File: src/rtl/bus_arbiter.sv
// ============================================================================
// Module   : bus_arbiter
// Brief    : Four-master round-robin bus arbiter with registered one-hot grant
//            and a combinational slave-side mux of the owning master.
//            Optional grant-hold timeout enabled by macro BUS_ARB_TIMEOUT_EN.
// Revision : 1.0 - initial release
// ============================================================================
`default_nettype none

module bus_arbiter #(
  parameter int BUS_ADD_WIDTH  = 30,
  parameter int BUS_DAT_WIDTH  = 32,
  parameter int TIMEOUT_CYCLES = 256
) (
  input  logic                       clk_i,
  input  logic                       rst_n_i,
  input  logic [3:0]                 m_req_i,
  output logic [3:0]                 m_grnt_o,
  input  logic [4*BUS_ADD_WIDTH-1:0] m_addr_i,
  input  logic [3:0]                 m_as_i,
  input  logic [3:0]                 m_rw_i,
  input  logic [4*BUS_DAT_WIDTH-1:0] m_wr_data_i,
  output logic [BUS_DAT_WIDTH-1:0]   m_rd_data_o,
  output logic [3:0]                 m_rdy_o,
  output logic [BUS_ADD_WIDTH-1:0]   bus_addr_o,
  output logic                       bus_as_o,
  output logic                       bus_rw_o,
  output logic [BUS_DAT_WIDTH-1:0]   bus_wr_data_o,
  input  logic [BUS_DAT_WIDTH-1:0]   bus_rd_data_i,
  input  logic                       bus_rdy_i,
  output logic                       arb_timeout_o
);

  typedef enum logic [0:0] {
    ST_IDLE = 1'b0,
    ST_OWN  = 1'b1
  } state_t;

  state_t     state;
  logic [1:0] owner;
  logic [1:0] rr_ptr;
  logic [3:0] grnt_q;

  // Unpacked views of the packed master buses, one entry per master.
  logic [BUS_ADD_WIDTH-1:0] addr_arr [4];
  logic [BUS_DAT_WIDTH-1:0] wdat_arr [4];

  for (genvar g = 0; g < 4; g++) begin : g_unpack
    assign addr_arr[g] = m_addr_i[g*BUS_ADD_WIDTH +: BUS_ADD_WIDTH];
    assign wdat_arr[g] = m_wr_data_i[g*BUS_DAT_WIDTH +: BUS_DAT_WIDTH];
  end

  // One-hot encoding of a master index.
  function automatic logic [3:0] onehot(input logic [1:0] idx);
    return 4'b0001 << idx;
  endfunction

  // First set request at or above 'start' (mod 4); result is {found, index}.
  // Scanning from the far end down lets the nearest candidate win.
  function automatic logic [2:0] find_first(input logic [3:0] req,
                                            input logic [1:0] start);
    logic [2:0] res;
    logic [1:0] idx;
    res = 3'b000;
    for (int i = 3; i >= 0; i--) begin
      idx = start + 2'(i);
      if (req[idx]) res = {1'b1, idx};
    end
    return res;
  endfunction

  logic [2:0] pick_idle;
  logic [2:0] pick_rel;
  logic       hold_expired;

  // From IDLE the search starts at the round-robin pointer; on release it
  // starts just past the owner, and the owner itself is masked out so a
  // re-raised request cannot jump ahead of the others.
  assign pick_idle = find_first(m_req_i, rr_ptr);
  assign pick_rel  = find_first(m_req_i & ~onehot(owner), owner + 2'd1);

`ifdef BUS_ARB_TIMEOUT_EN
  localparam int CNT_W = (TIMEOUT_CYCLES > 1) ? $clog2(TIMEOUT_CYCLES) : 1;

  logic [CNT_W-1:0] hold_cnt;
  logic             timeout_q;

  assign hold_expired  = (state == ST_OWN) &&
                         (hold_cnt == CNT_W'(TIMEOUT_CYCLES - 1));
  assign arb_timeout_o = timeout_q;
`else
  assign hold_expired  = 1'b0;
  assign arb_timeout_o = 1'b0;
`endif

  // Arbitration state machine: owner tracking, grant register, pointer.
  always_ff @(posedge clk_i or negedge rst_n_i) begin
    if (!rst_n_i) begin
      state     <= ST_IDLE;
      owner     <= 2'd0;
      rr_ptr    <= 2'd0;
      grnt_q    <= 4'b0000;
`ifdef BUS_ARB_TIMEOUT_EN
      hold_cnt  <= '0;
      timeout_q <= 1'b0;
`endif
    end else begin
`ifdef BUS_ARB_TIMEOUT_EN
      timeout_q <= 1'b0;
`endif
      case (state)
        ST_IDLE: begin
          if (pick_idle[2]) begin
            state  <= ST_OWN;
            owner  <= pick_idle[1:0];
            grnt_q <= onehot(pick_idle[1:0]);
`ifdef BUS_ARB_TIMEOUT_EN
            hold_cnt <= '0;
`endif
          end
        end
        ST_OWN: begin
          if (m_req_i[owner] && !hold_expired) begin
`ifdef BUS_ARB_TIMEOUT_EN
            hold_cnt <= hold_cnt + 1'b1;
`endif
          end else begin
            rr_ptr <= owner + 2'd1;
`ifdef BUS_ARB_TIMEOUT_EN
            timeout_q <= hold_expired;
            hold_cnt  <= '0;
`endif
            if (pick_rel[2]) begin
              owner  <= pick_rel[1:0];
              grnt_q <= onehot(pick_rel[1:0]);
            end else begin
              state  <= ST_IDLE;
              grnt_q <= 4'b0000;
            end
          end
        end
        default: begin
          state  <= ST_IDLE;
          grnt_q <= 4'b0000;
        end
      endcase
    end
  end

  assign m_grnt_o    = grnt_q;
  assign m_rd_data_o = bus_rd_data_i;
  assign m_rdy_o     = {4{bus_rdy_i}} & grnt_q;

  // Slave-side mux of the owner's signals; parked values while idle.
  always_comb begin
    bus_addr_o    = '0;
    bus_as_o      = 1'b0;
    bus_rw_o      = 1'b1;
    bus_wr_data_o = '0;
    if (state == ST_OWN) begin
      bus_addr_o    = addr_arr[owner];
      bus_as_o      = m_as_i[owner];
      bus_rw_o      = m_rw_i[owner];
      bus_wr_data_o = wdat_arr[owner];
    end
  end

endmodule

`default_nettype wire

File: config.mk
export PLATFORM = sky130hd
export DESIGN_NAME = bus_arbiter
export DESIGN_NICKNAME = d
export VERILOG_FILES = /design/src/rtl/bus_arbiter.sv
export SDC_FILE = /design/constraint.sdc
export NUM_CORES = 1
export LEC_CHECK = 0
export CORE_AREA = 3 3 153 155
export CTS_CLUSTER_SIZE = 10
export DETAILED_ROUTE_END_ITERATION = 10
export DIE_AREA = 0 0 156 158
export PLACE_DENSITY_LB_ADDON = 0.25
export SLEW_MARGIN = 20
export SYNTH_ARGS = -nofsm -noshare
export SYNTH_HDL_FRONTEND = slang
export SYNTH_SLANG_ARGS = --single-unit
File: constraint.sdc
create_clock -name clk_i -period 3 [get_ports clk_i]
set_clock_uncertainty 0.1 [all_clocks]
set_input_delay 0.6 -clock clk_i [delete_from_list [all_inputs] [get_ports clk_i]]
set_output_delay 0.6 -clock clk_i [all_outputs]
set_load 0.01 [all_outputs]
==> flow_summary.toml, run 1 <==
[run_status]
status = "finished, final reports clean"

[power]
finalPower_uw = 4860
ir_drop_v = 0.000438
leakage_uw = 0.00228
power_density_nw_per_um2 = 742

[timing]
worst_slew_pin_slew_ns = 0.521
hold_viol_final = 0
finalMaxSlewViolations = 0
whs_ns = 0.431
relSlewSlack_pct = 65.0
fmax_mhz = 341
fin_crit_sh_pct = 97.8
rsz0062_at_grt = "yes"
layout_min_cycle_time_ns = 2.94
setup_viol = 0

[setup_path]
slowest_stage = "mux4_2"
r2r-start = "owner[0]"
crit_type = "register to output pin"
worst_ep_required_time_ns = 2.30
path_buf_inv = 3
slowest_delay_ns = 0.50
cp_cell_sequence = "buf_12, buf_12, mux4_2, and2_1, clkdlybuf4s50_1"
r2r_end = "m_grnt_o[2]"
worstRegToRegCells = 8
cp-endpoint = "bus_addr_o[9]"
end_kind = "output pin"
critPathLaunch = "owner[0]"
path_delay_family = "buffers and inverters"
crit_path_start_kind = "register"
reg2reg_setup_slack_ns = 0.56
timing.critical_path.depth = 5
critPathMaxFanout = 22
cp.arrival_ns = 2.24
cp_common_cell = "buf_12"

[final_layout]
fill_cells = 2267
antenna_cells = 0
drive_gt1_share_pct = 15.2
nets = 861
register_area_um2 = 231
area_growth_pct = 120
multi_input_comb_area_um2 = 2360

[drt]
routed-via-count = 3482
drc = 0
antenna_left = 0
viasPerCell = 4.14
drtPass1Iterations = 4
drt_wl_total_mm = 16.5
drt_iter0_drc = 186
wire_per_inst_um = 19.6

[yosys]
syn_area_per_cell_um2 = 10.9
yosys.area.top_type = "mux4_2"
synthTopCellsByCount = "and2_1 (67), mux4_2 (65), buf_4 (34)"
yosysTopAreaCellShare_pct = 49.2
synth_cell_type_count = 40
yosys_most_used_dff = "dfrtp_1"
ys_top_cells_by_area = "mux4_2 (49%), and2_1 (14%), buf_4 (8.6%)"
synthCells = 272
synth-seq-area-share_pct = 7.57
synth_most_common_cell = "and2_1"
synth_edf_count = 0
synth_area_um2 = 2980
ys_ff_latch = 9
syn-num-nets = 571
yosys_warnings = 0
async_flop_share_pct = 100

[clock_network]
htree_num_levels = 1
cts_tree = "built"
cts_made_buffers = 3
cts-resized-gates = 0
cts_buffer_depth = 2
hold_buffers = 0
cts_root_buf = "clkbuf_16"
postCtsSetupBuffers = 0
insertion_delay_ns = 0.23
clk_pin_slew_worst_paths_ns = 0.04
clkSinkCount = 9

[placed_design]
gp_congestion = 0.870
portBuffers = 334
hpwl_mm = 14.1

[worst_hold_path]
worstHoldPathType = "register to register"
min_from = "rr_ptr[0]"

[floorplan]
die-area_um2 = 24600
initial_core_util_pct = 13.6
core_area_um2 = 22000
die_h_um = 158
pin_count = 400
row_count = 54
fp.dieW_um = 156

[global_route]
antenna_found_initial = 0
grt_usage_pct = 12.1
grt_pass1_wl_mm = 23.2
grt_max_degree = 39
overflow = 0
grt_pass1_vias = 3748

[job]
drv_cap = 0
-- worst reg2reg max path, cell delays in order, from the launching register on --
cell and delay [ns]:
dfrtp_4 0.43, buf_12 0.25, inv_1 0.14, ha_1 0.42, and3b_1 0.20, o21ai_0 0.31
a311oi_1 0.18, nand3_1 0.12, o221ai_1 0.12
-- where the power goes --
part           switching (uW)  internal, uW  leakage (uW)
logic                    1700          2670       0.00214
registers                75.9           188      0.000104
clock network            55.2           177     0.0000382
total                    1830          3030       0.00228
-- per-stage QoR --
stage	cell area (um^2)	util [%]	worst slack, ns	instances	setup TNS, ns
floorplan	2980	-	0.475	272	0
global placement	6470	29.5	0.0612	837	0
detailed placement	6470	29.5	0.0512	837	0
CTS	6550	29.8	0.0355	841	0
global route	6550	29.8	-0.0199	841	-0.0620
finish	6550	29.8	0.0648	841	0
-- state kept, by name (all words and copies together) (netlist names) --
register and flops:
m_grnt_o 4, rr_ptr 2, owner 2, state 1
-- cell usage in the layout (no fill, tap or decap), drive strengths merged, types with 2 or more instances in the layout --
cell type	netlist	routed
ha	4	4
o211ai	2	2
clkdlybuf4s50	0	334
mux4	65	65
a21oi	4	4
nor2	4	4
nand3	8	8
dfrtp	9	9
nor2b	8	8
and2	67	67
nand2b	7	7
buf	48	9
o21ai	4	4
a31oi	2	2
nor4	2	2
inv	5	5
o221ai	3	3
a21boi	2	2
nand2	2	2
nor3b	2	2
clkbuf	10	4
-- logic make-up (layout without fill, tap and decap cells) --
| family | Yosys count | count (layout) | share of synthesized area, % |
|---|---|---|---|
| simple gates | 104 | 104 | 21.7 |
| mux | 67 | 67 | 50.3 |
| buf+inv | 63 | 352 | 13.1 |
| compound gates | 24 | 24 | 5.55 |
| flops | 9 | 9 | 7.57 |
| fa+ha+maj | 4 | 4 | 1.68 |
| other cells | 1 | 1 | 0.126 |
-- how the worst min path moves through the flow --
stage / end / slack [ns] / cells past startpoint
final: rr_ptr[0] / 0.43 / 2
after global routing: m_grnt_o[3] / 0.48 / 1
after CTS: rr_ptr[0] / 0.43 / 2
after detailed placement: rr_ptr[0] / 0.42 / 2
after global placement: rr_ptr[0] / 0.42 / 2
after floorplan: m_grnt_o[0] / 0.20 / 0
-- layer usage --
metal / up-vias / global-route usage (%) / part of all wire, %
met2: 184 / 23.2 / 54
met4: 0 / 1.43 / 0.74
met5: - / 0 / 0
met3: 14 / 3.34 / 9.0
li1: 1593 / - / -
met1: 1691 / 13.7 / 36
-- final cells by class --
type                            instances  area share, %
Timing Repair Buffer                  343           53.6
Multi-Input combinational cell        200           36.1
Inverter                                5          0.286
Tap cell                              280           5.35
Clock buffer                            4           1.20
Sequential cell                         9           3.53
(Power assumes the default switching activity.)
==> run 2: changes to the inputs <==
==> constraint.sdc (replaced) <==
create_clock -name clk_i -period 3.15 [get_ports clk_i]
set_clock_uncertainty 0.1 [all_clocks]
set_input_delay 0.63 -clock clk_i [delete_from_list [all_inputs] [get_ports clk_i]]
set_output_delay 0.63 -clock clk_i [all_outputs]
set_load 0.01 [all_outputs]
==> run 2 against run 1 <==
Compared with the run above:
- critical path depth down 1
- core utilization down 0.080 points
- die area stayed put
- design area shrank 0.27%
- flip-flop and latch count unchanged
- clock power down 6%
- routed wire length fell by 0.24%
- register-to-register slack gained 0.08 ns
- sequential power decreased by 3%
- via count shrank 0.20%
- highest routed layer unchanged
==> flow_summary.toml, run 2 (synthesis results as in run 1) <==
[run_status]
status = "finished, final reports clean"

[clock_network]
cts_tree = "built"
cts-resized-gates = 0
cts_root_buf = "clkbuf_16"
cts_made_buffers = 3
clk_pin_slew_worst_paths_ns = 0.04
hold_buffers = 0
insertion_delay_ns = 0.23
htree_num_levels = 1
postCtsSetupBuffers = 0
clkSinkCount = 9
cts_buffer_depth = 2

[power]
swShare_pct = 37.6
leakage_uw = 0.00228
clkPwrFrac_pct = 4.8
p_int_uw = 2870
switchingPower_uw = 1730
power_frac_comb_pct = 89.6
seqPwrFrac_pct = 5.6
ir_drop_v = 0.000307
power_density_nw_per_um2 = 704

[timing]
worst_slew_pin_slew_ns = 0.654
finalMaxSlewViolations = 0
rsz0062_at_grt = "no"
fmax_mhz = 336
fin_setup_tns_ns = 0
setup_viol = 0
hold_viol_final = 0
layout_min_cycle_time_ns = 2.97
relSlewSlack_pct = 56.0
fin_crit_sh_pct = 94.4

[floorplan]
initial_core_util_pct = 13.6
fp.dieW_um = 156
die_h_um = 158
pin_count = 400
core_area_um2 = 22000
row_count = 54
die-area_um2 = 24600

[global_route]
antenna_found_initial = 0
grt_pass1_vias = 3784
grt_pass1_wl_mm = 23.2
grt_usage_pct = 12.1
grt_max_degree = 38
overflow = 0

[final_layout]
nets = 862
register_area_um2 = 231
drive_gt1_share_pct = 15.3
multi_input_comb_area_um2 = 2360
antenna_cells = 0
area_growth_pct = 120
fill_cells = 2243
final_common_cell = "clkdlybuf4s50_1"
largest_reg_flops = 4
final_cell_mix = "clkdlybuf4s50_1 (334), and2_1 (67), mux4_2 (65)"
utilization_pct = 29.8

[setup_path]
worst_ep_required_time_ns = 2.42
critPathMaxFanout = 1
crit_type = "input port to output pin"
path_buf_inv = 2
worstRegToRegCells = 8
end_kind = "output pin"
path_delay_family = "buffers and inverters"
crit_path_start_kind = "input port"
cp_common_cell = "clkdlybuf4s50_1"
timing.critical_path.depth = 4
cp.arrival_ns = 2.24
slowest_delay_ns = 0.50
slowest_stage = "clkdlybuf4s50_1"
cp_cell_sequence = "clkdlybuf4s50_1, mux4_2, and2_1, clkdlybuf4s50_1"

[job]
drv_cap = 0

[worst_hold_path]
min_delay_path_depth = 1
worstHoldPathType = "register to register"

[drt]
drtPass1Iterations = 4
viasPerCell = 4.13
drt_wl_total_mm = 16.4
routed-via-count = 3475
drt_iter0_drc = 126
antenna_left = 0
drc = 0
wire_per_inst_um = 19.5

[placed_design]
gp_congestion = 0.827
hpwl_mm = 14.1
portBuffers = 334
-- run 2: path summary, 6_finish.rpt --
check / from / end / slack (ns)
max: m_as_i[0] / bus_as_o / 0.18
min: m_grnt_o[3] / m_grnt_o[3] / 0.43
max reg2reg: owner[0] / m_grnt_o[2] / 0.64
min reg2reg: m_grnt_o[3] / m_grnt_o[3] / 0.43
max in group asynchronous: rst_n_i / owner[0] / 2.04
min in group asynchronous: rst_n_i / rr_ptr[1] / 0.60
-- run 2: power groups by stage --
stage	clock, uW	combinational, uW	sequential [uW]
global placement	0	4160	258
finish	220	4130	257
CTS	225	4200	262
global route	234	4430	272
detailed placement	0	4180	264
floorplan	0	2310	224
-- run 2: metrics by stage --
step	cell area, um^2	hold WS (ns)	total power, uW	setup WS [ns]	std cells
6_report	6540	0.435	4600	0.176	842
5_1_grt	6540	0.466	4940	0.0883	842
4_1_cts	6540	0.447	4680	0.142	842
3_5_place_dp	6460	0.433	4450	0.153	838
3_3_place_gp	6460	0.420	4420	0.152	838
2_1_floorplan	2980	0.234	2530	0.625	272
-- run 2: layer usage --
layer / part of all wire (%) / wire [um] / global-route usage [%]
met1: 36 / 5880 / 13.7
met2: 55 / 9070 / 23.4
met3: 8.4 / 1380 / 2.98
met4: 0.59 / 97 / 1.30
met5: 0 / 0 / 0
-- run 2: layout make-up --
| cell class | instances | area share [%] |
|---|---|---|
| Timing Repair Buffer | 344 | 53.5 |
| Multi-Input combinational cell | 200 | 36.1 |
| Tap cell | 280 | 5.36 |
| Sequential cell | 9 | 3.54 |
| Clock buffer | 4 | 1.21 |
| Inverter | 5 | 0.287 |
-- run 2: worst reg2reg max path, stage by stage (launching register included) --
cell      delay, ns
dfrtp_4        0.43
buf_12         0.26
inv_1          0.16
ha_1           0.43
and3b_1        0.20
o21ai_0        0.33
a311oi_1       0.18
nand3_1        0.14
o221ai_1       0.12
==> run 3: changes to the inputs <==
--- a/config.mk
+++ b/config.mk
@@ -6,6 +6,7 @@
 export NUM_CORES = 1
 export LEC_CHECK = 0
 export CORE_AREA = 3 3 153 155
+export CTS_BUF_LIST = sky130_fd_sc_hd__clkbuf_2
 export CTS_CLUSTER_SIZE = 10
 export DETAILED_ROUTE_END_ITERATION = 10
 export DIE_AREA = 0 0 156 158
==> run 3 against run 2 <==
Compared with the run above:
- clock power down 67%
- critical path type is now register to output pin
- die area is the same
- fmax about the same
- via count barely moved
- critical path depth is the same
- flip-flop and latch count unchanged
- highest routed layer unchanged
- sequential share of layout area barely moved
- power shrank 3.2%
- setup slack about the same
==> flow_summary.toml, run 3 (synthesis results as in run 1) <==
[final_layout]
final_common_cell = "clkdlybuf4s50_1"
drive_gt1_share_pct = 15.5
antenna_cells = 0
largest_reg_flops = 4
utilization_pct = 29.5
final_cell_mix = "clkdlybuf4s50_1 (334), and2_1 (67), mux4_2 (65)"
nets = 862
area_growth_pct = 118

[placed_design]
portBuffers = 334
gp_congestion = 0.827
hpwl_mm = 14.1

[drt]
drc = 0
drt_iter0_drc = 137
wire_per_inst_um = 19.5
drt_wl_total_mm = 16.4
antenna_left = 0
routed-via-count = 3474
drtPass1Iterations = 4
viasPerCell = 4.13

[worst_hold_path]
hold_path_end = "m_grnt_o[3]"
min_delay_path_depth = 1
min_from = "m_grnt_o[3]"
worstHoldPathType = "register to register"

[floorplan]
die_h_um = 158
initial_core_util_pct = 13.6
fp.dieW_um = 156
core_area_um2 = 22000
die-area_um2 = 24600
pin_count = 400
row_count = 54

[power]
leakage_uw = 0.00226
p_int_uw = 2740
power_frac_comb_pct = 92.6
clkPwrFrac_pct = 1.6
power_density_nw_per_um2 = 688
ir_drop_v = 0.000308
seqPwrFrac_pct = 5.7
swShare_pct = 38.6
switchingPower_uw = 1720

[timing]
finalMaxSlewViolations = 0
fmax_mhz = 336
setup_viol = 0
relSlewSlack_pct = 56.0
rsz0062_at_grt = "no"
fin_setup_tns_ns = 0
worst_slew_pin_slew_ns = 0.654
fin_crit_sh_pct = 94.4
layout_min_cycle_time_ns = 2.97
hold_viol_final = 0

[clock_network]
cts-resized-gates = 0
insertion_delay_ns = 0.24
cts_root_buf = "clkbuf_2"
htree_num_levels = 1
cts_made_buffers = 3
clkSinkCount = 9
cts_buffer_depth = 2
postCtsSetupBuffers = 0
hold_buffers = 0
cts_tree = "built"
clk_pin_slew_worst_paths_ns = 0.08

[global_route]
grt_pass1_vias = 3785
overflow = 0
grt_max_degree = 38
grt_usage_pct = 12.0
antenna_found_initial = 0
grt_pass1_wl_mm = 23.2

[setup_path]
cp_cell_sequence = "buf_12, mux4_2, and2_1, clkdlybuf4s50_1"
reg2reg_setup_slack_ns = 0.63
critPathMaxFanout = 36
worstRegToRegCells = 8
cp.arrival_ns = 2.24
r2r-start = "owner[0]"
slowest_delay_ns = 0.56
end_kind = "output pin"
crit_type = "register to output pin"
crit_path_start_kind = "register"
worst_ep_required_time_ns = 2.42
r2r_end = "m_grnt_o[2]"
slowest_stage = "mux4_2"

[run_status]
status = "finished, final reports clean"

[job]
drv_cap = 0
run 3: changes by cell type in the layout (fill, tap and decap cells not counted):
cell | before | now
clkbuf_2 | 0 | 4
clkbuf_16 | 3 | 0
clkbuf_1 | 1 | 0
run 3: critical path, delay by kind of cell (launching register included):
family / cells / cell delay (ns)
muxes: 1 / 0.56
DFF: 1 / 0.45
buffers and inverters: 2 / 0.77
and+or+nand+nor: 1 / 0.19
run 3: worst max-delay path by stage:
stage | slack [ns] | endpoint | start
2_1_floorplan | 0.63 | m_grnt_o[2] | owner[1]
3_3_place_gp | 0.15 | bus_as_o | m_as_i[3]
3_5_place_dp | 0.15 | bus_as_o | m_as_i[0]
4_1_cts | 0.11 | bus_wr_data_o[22] | owner[0]
5_1_grt | 0.04 | bus_wr_data_o[22] | owner[0]
6_report | 0.18 | bus_wr_data_o[22] | owner[0]
run 3: power groups by stage:
stage	logic (uW)	registers, uW	clock network [uW]
floorplan	2310	224	0
global placement	4160	258	0
global route	4430	271	83.7
CTS	4200	261	76.2
finish	4130	256	72.0
detailed placement	4180	264	0
run 3: cell type report:
class | count | area, um^2
clock buffer | 4 | 20.0
fill | 2249 | 15500
inverter | 5 | 18.8
multi-input combinational | 200 | 2360
sequential | 9 | 231
tap | 280 | 350
timing repair buffer | 344 | 3490
run 3: metrics by stage:
stage,total power [uW],cell area [um^2],hold WS (ns),instances,setup slack (ns)
floorplan,2530,2980,0.234,272,0.625
global route,4790,6480,0.480,842,0.0401
CTS,4540,6480,0.460,842,0.106
global placement,4420,6460,0.420,838,0.152
detailed placement,4450,6460,0.433,838,0.153
finish,4460,6480,0.448,842,0.176
run 3: routing by layer:
layer | track usage [%] | wire length, um | vias up | share of wire (%)
met1 | 13.7 | 5880 | 1706 | 36
met2 | 23.4 | 9070 | 169 | 55
li1 | - | - | 1591 | -
met3 | 2.98 | 1380 | 8 | 8.4
met4 | 1.05 | 80 | 0 | 0.49
met5 | 0 | 0 | - | 0
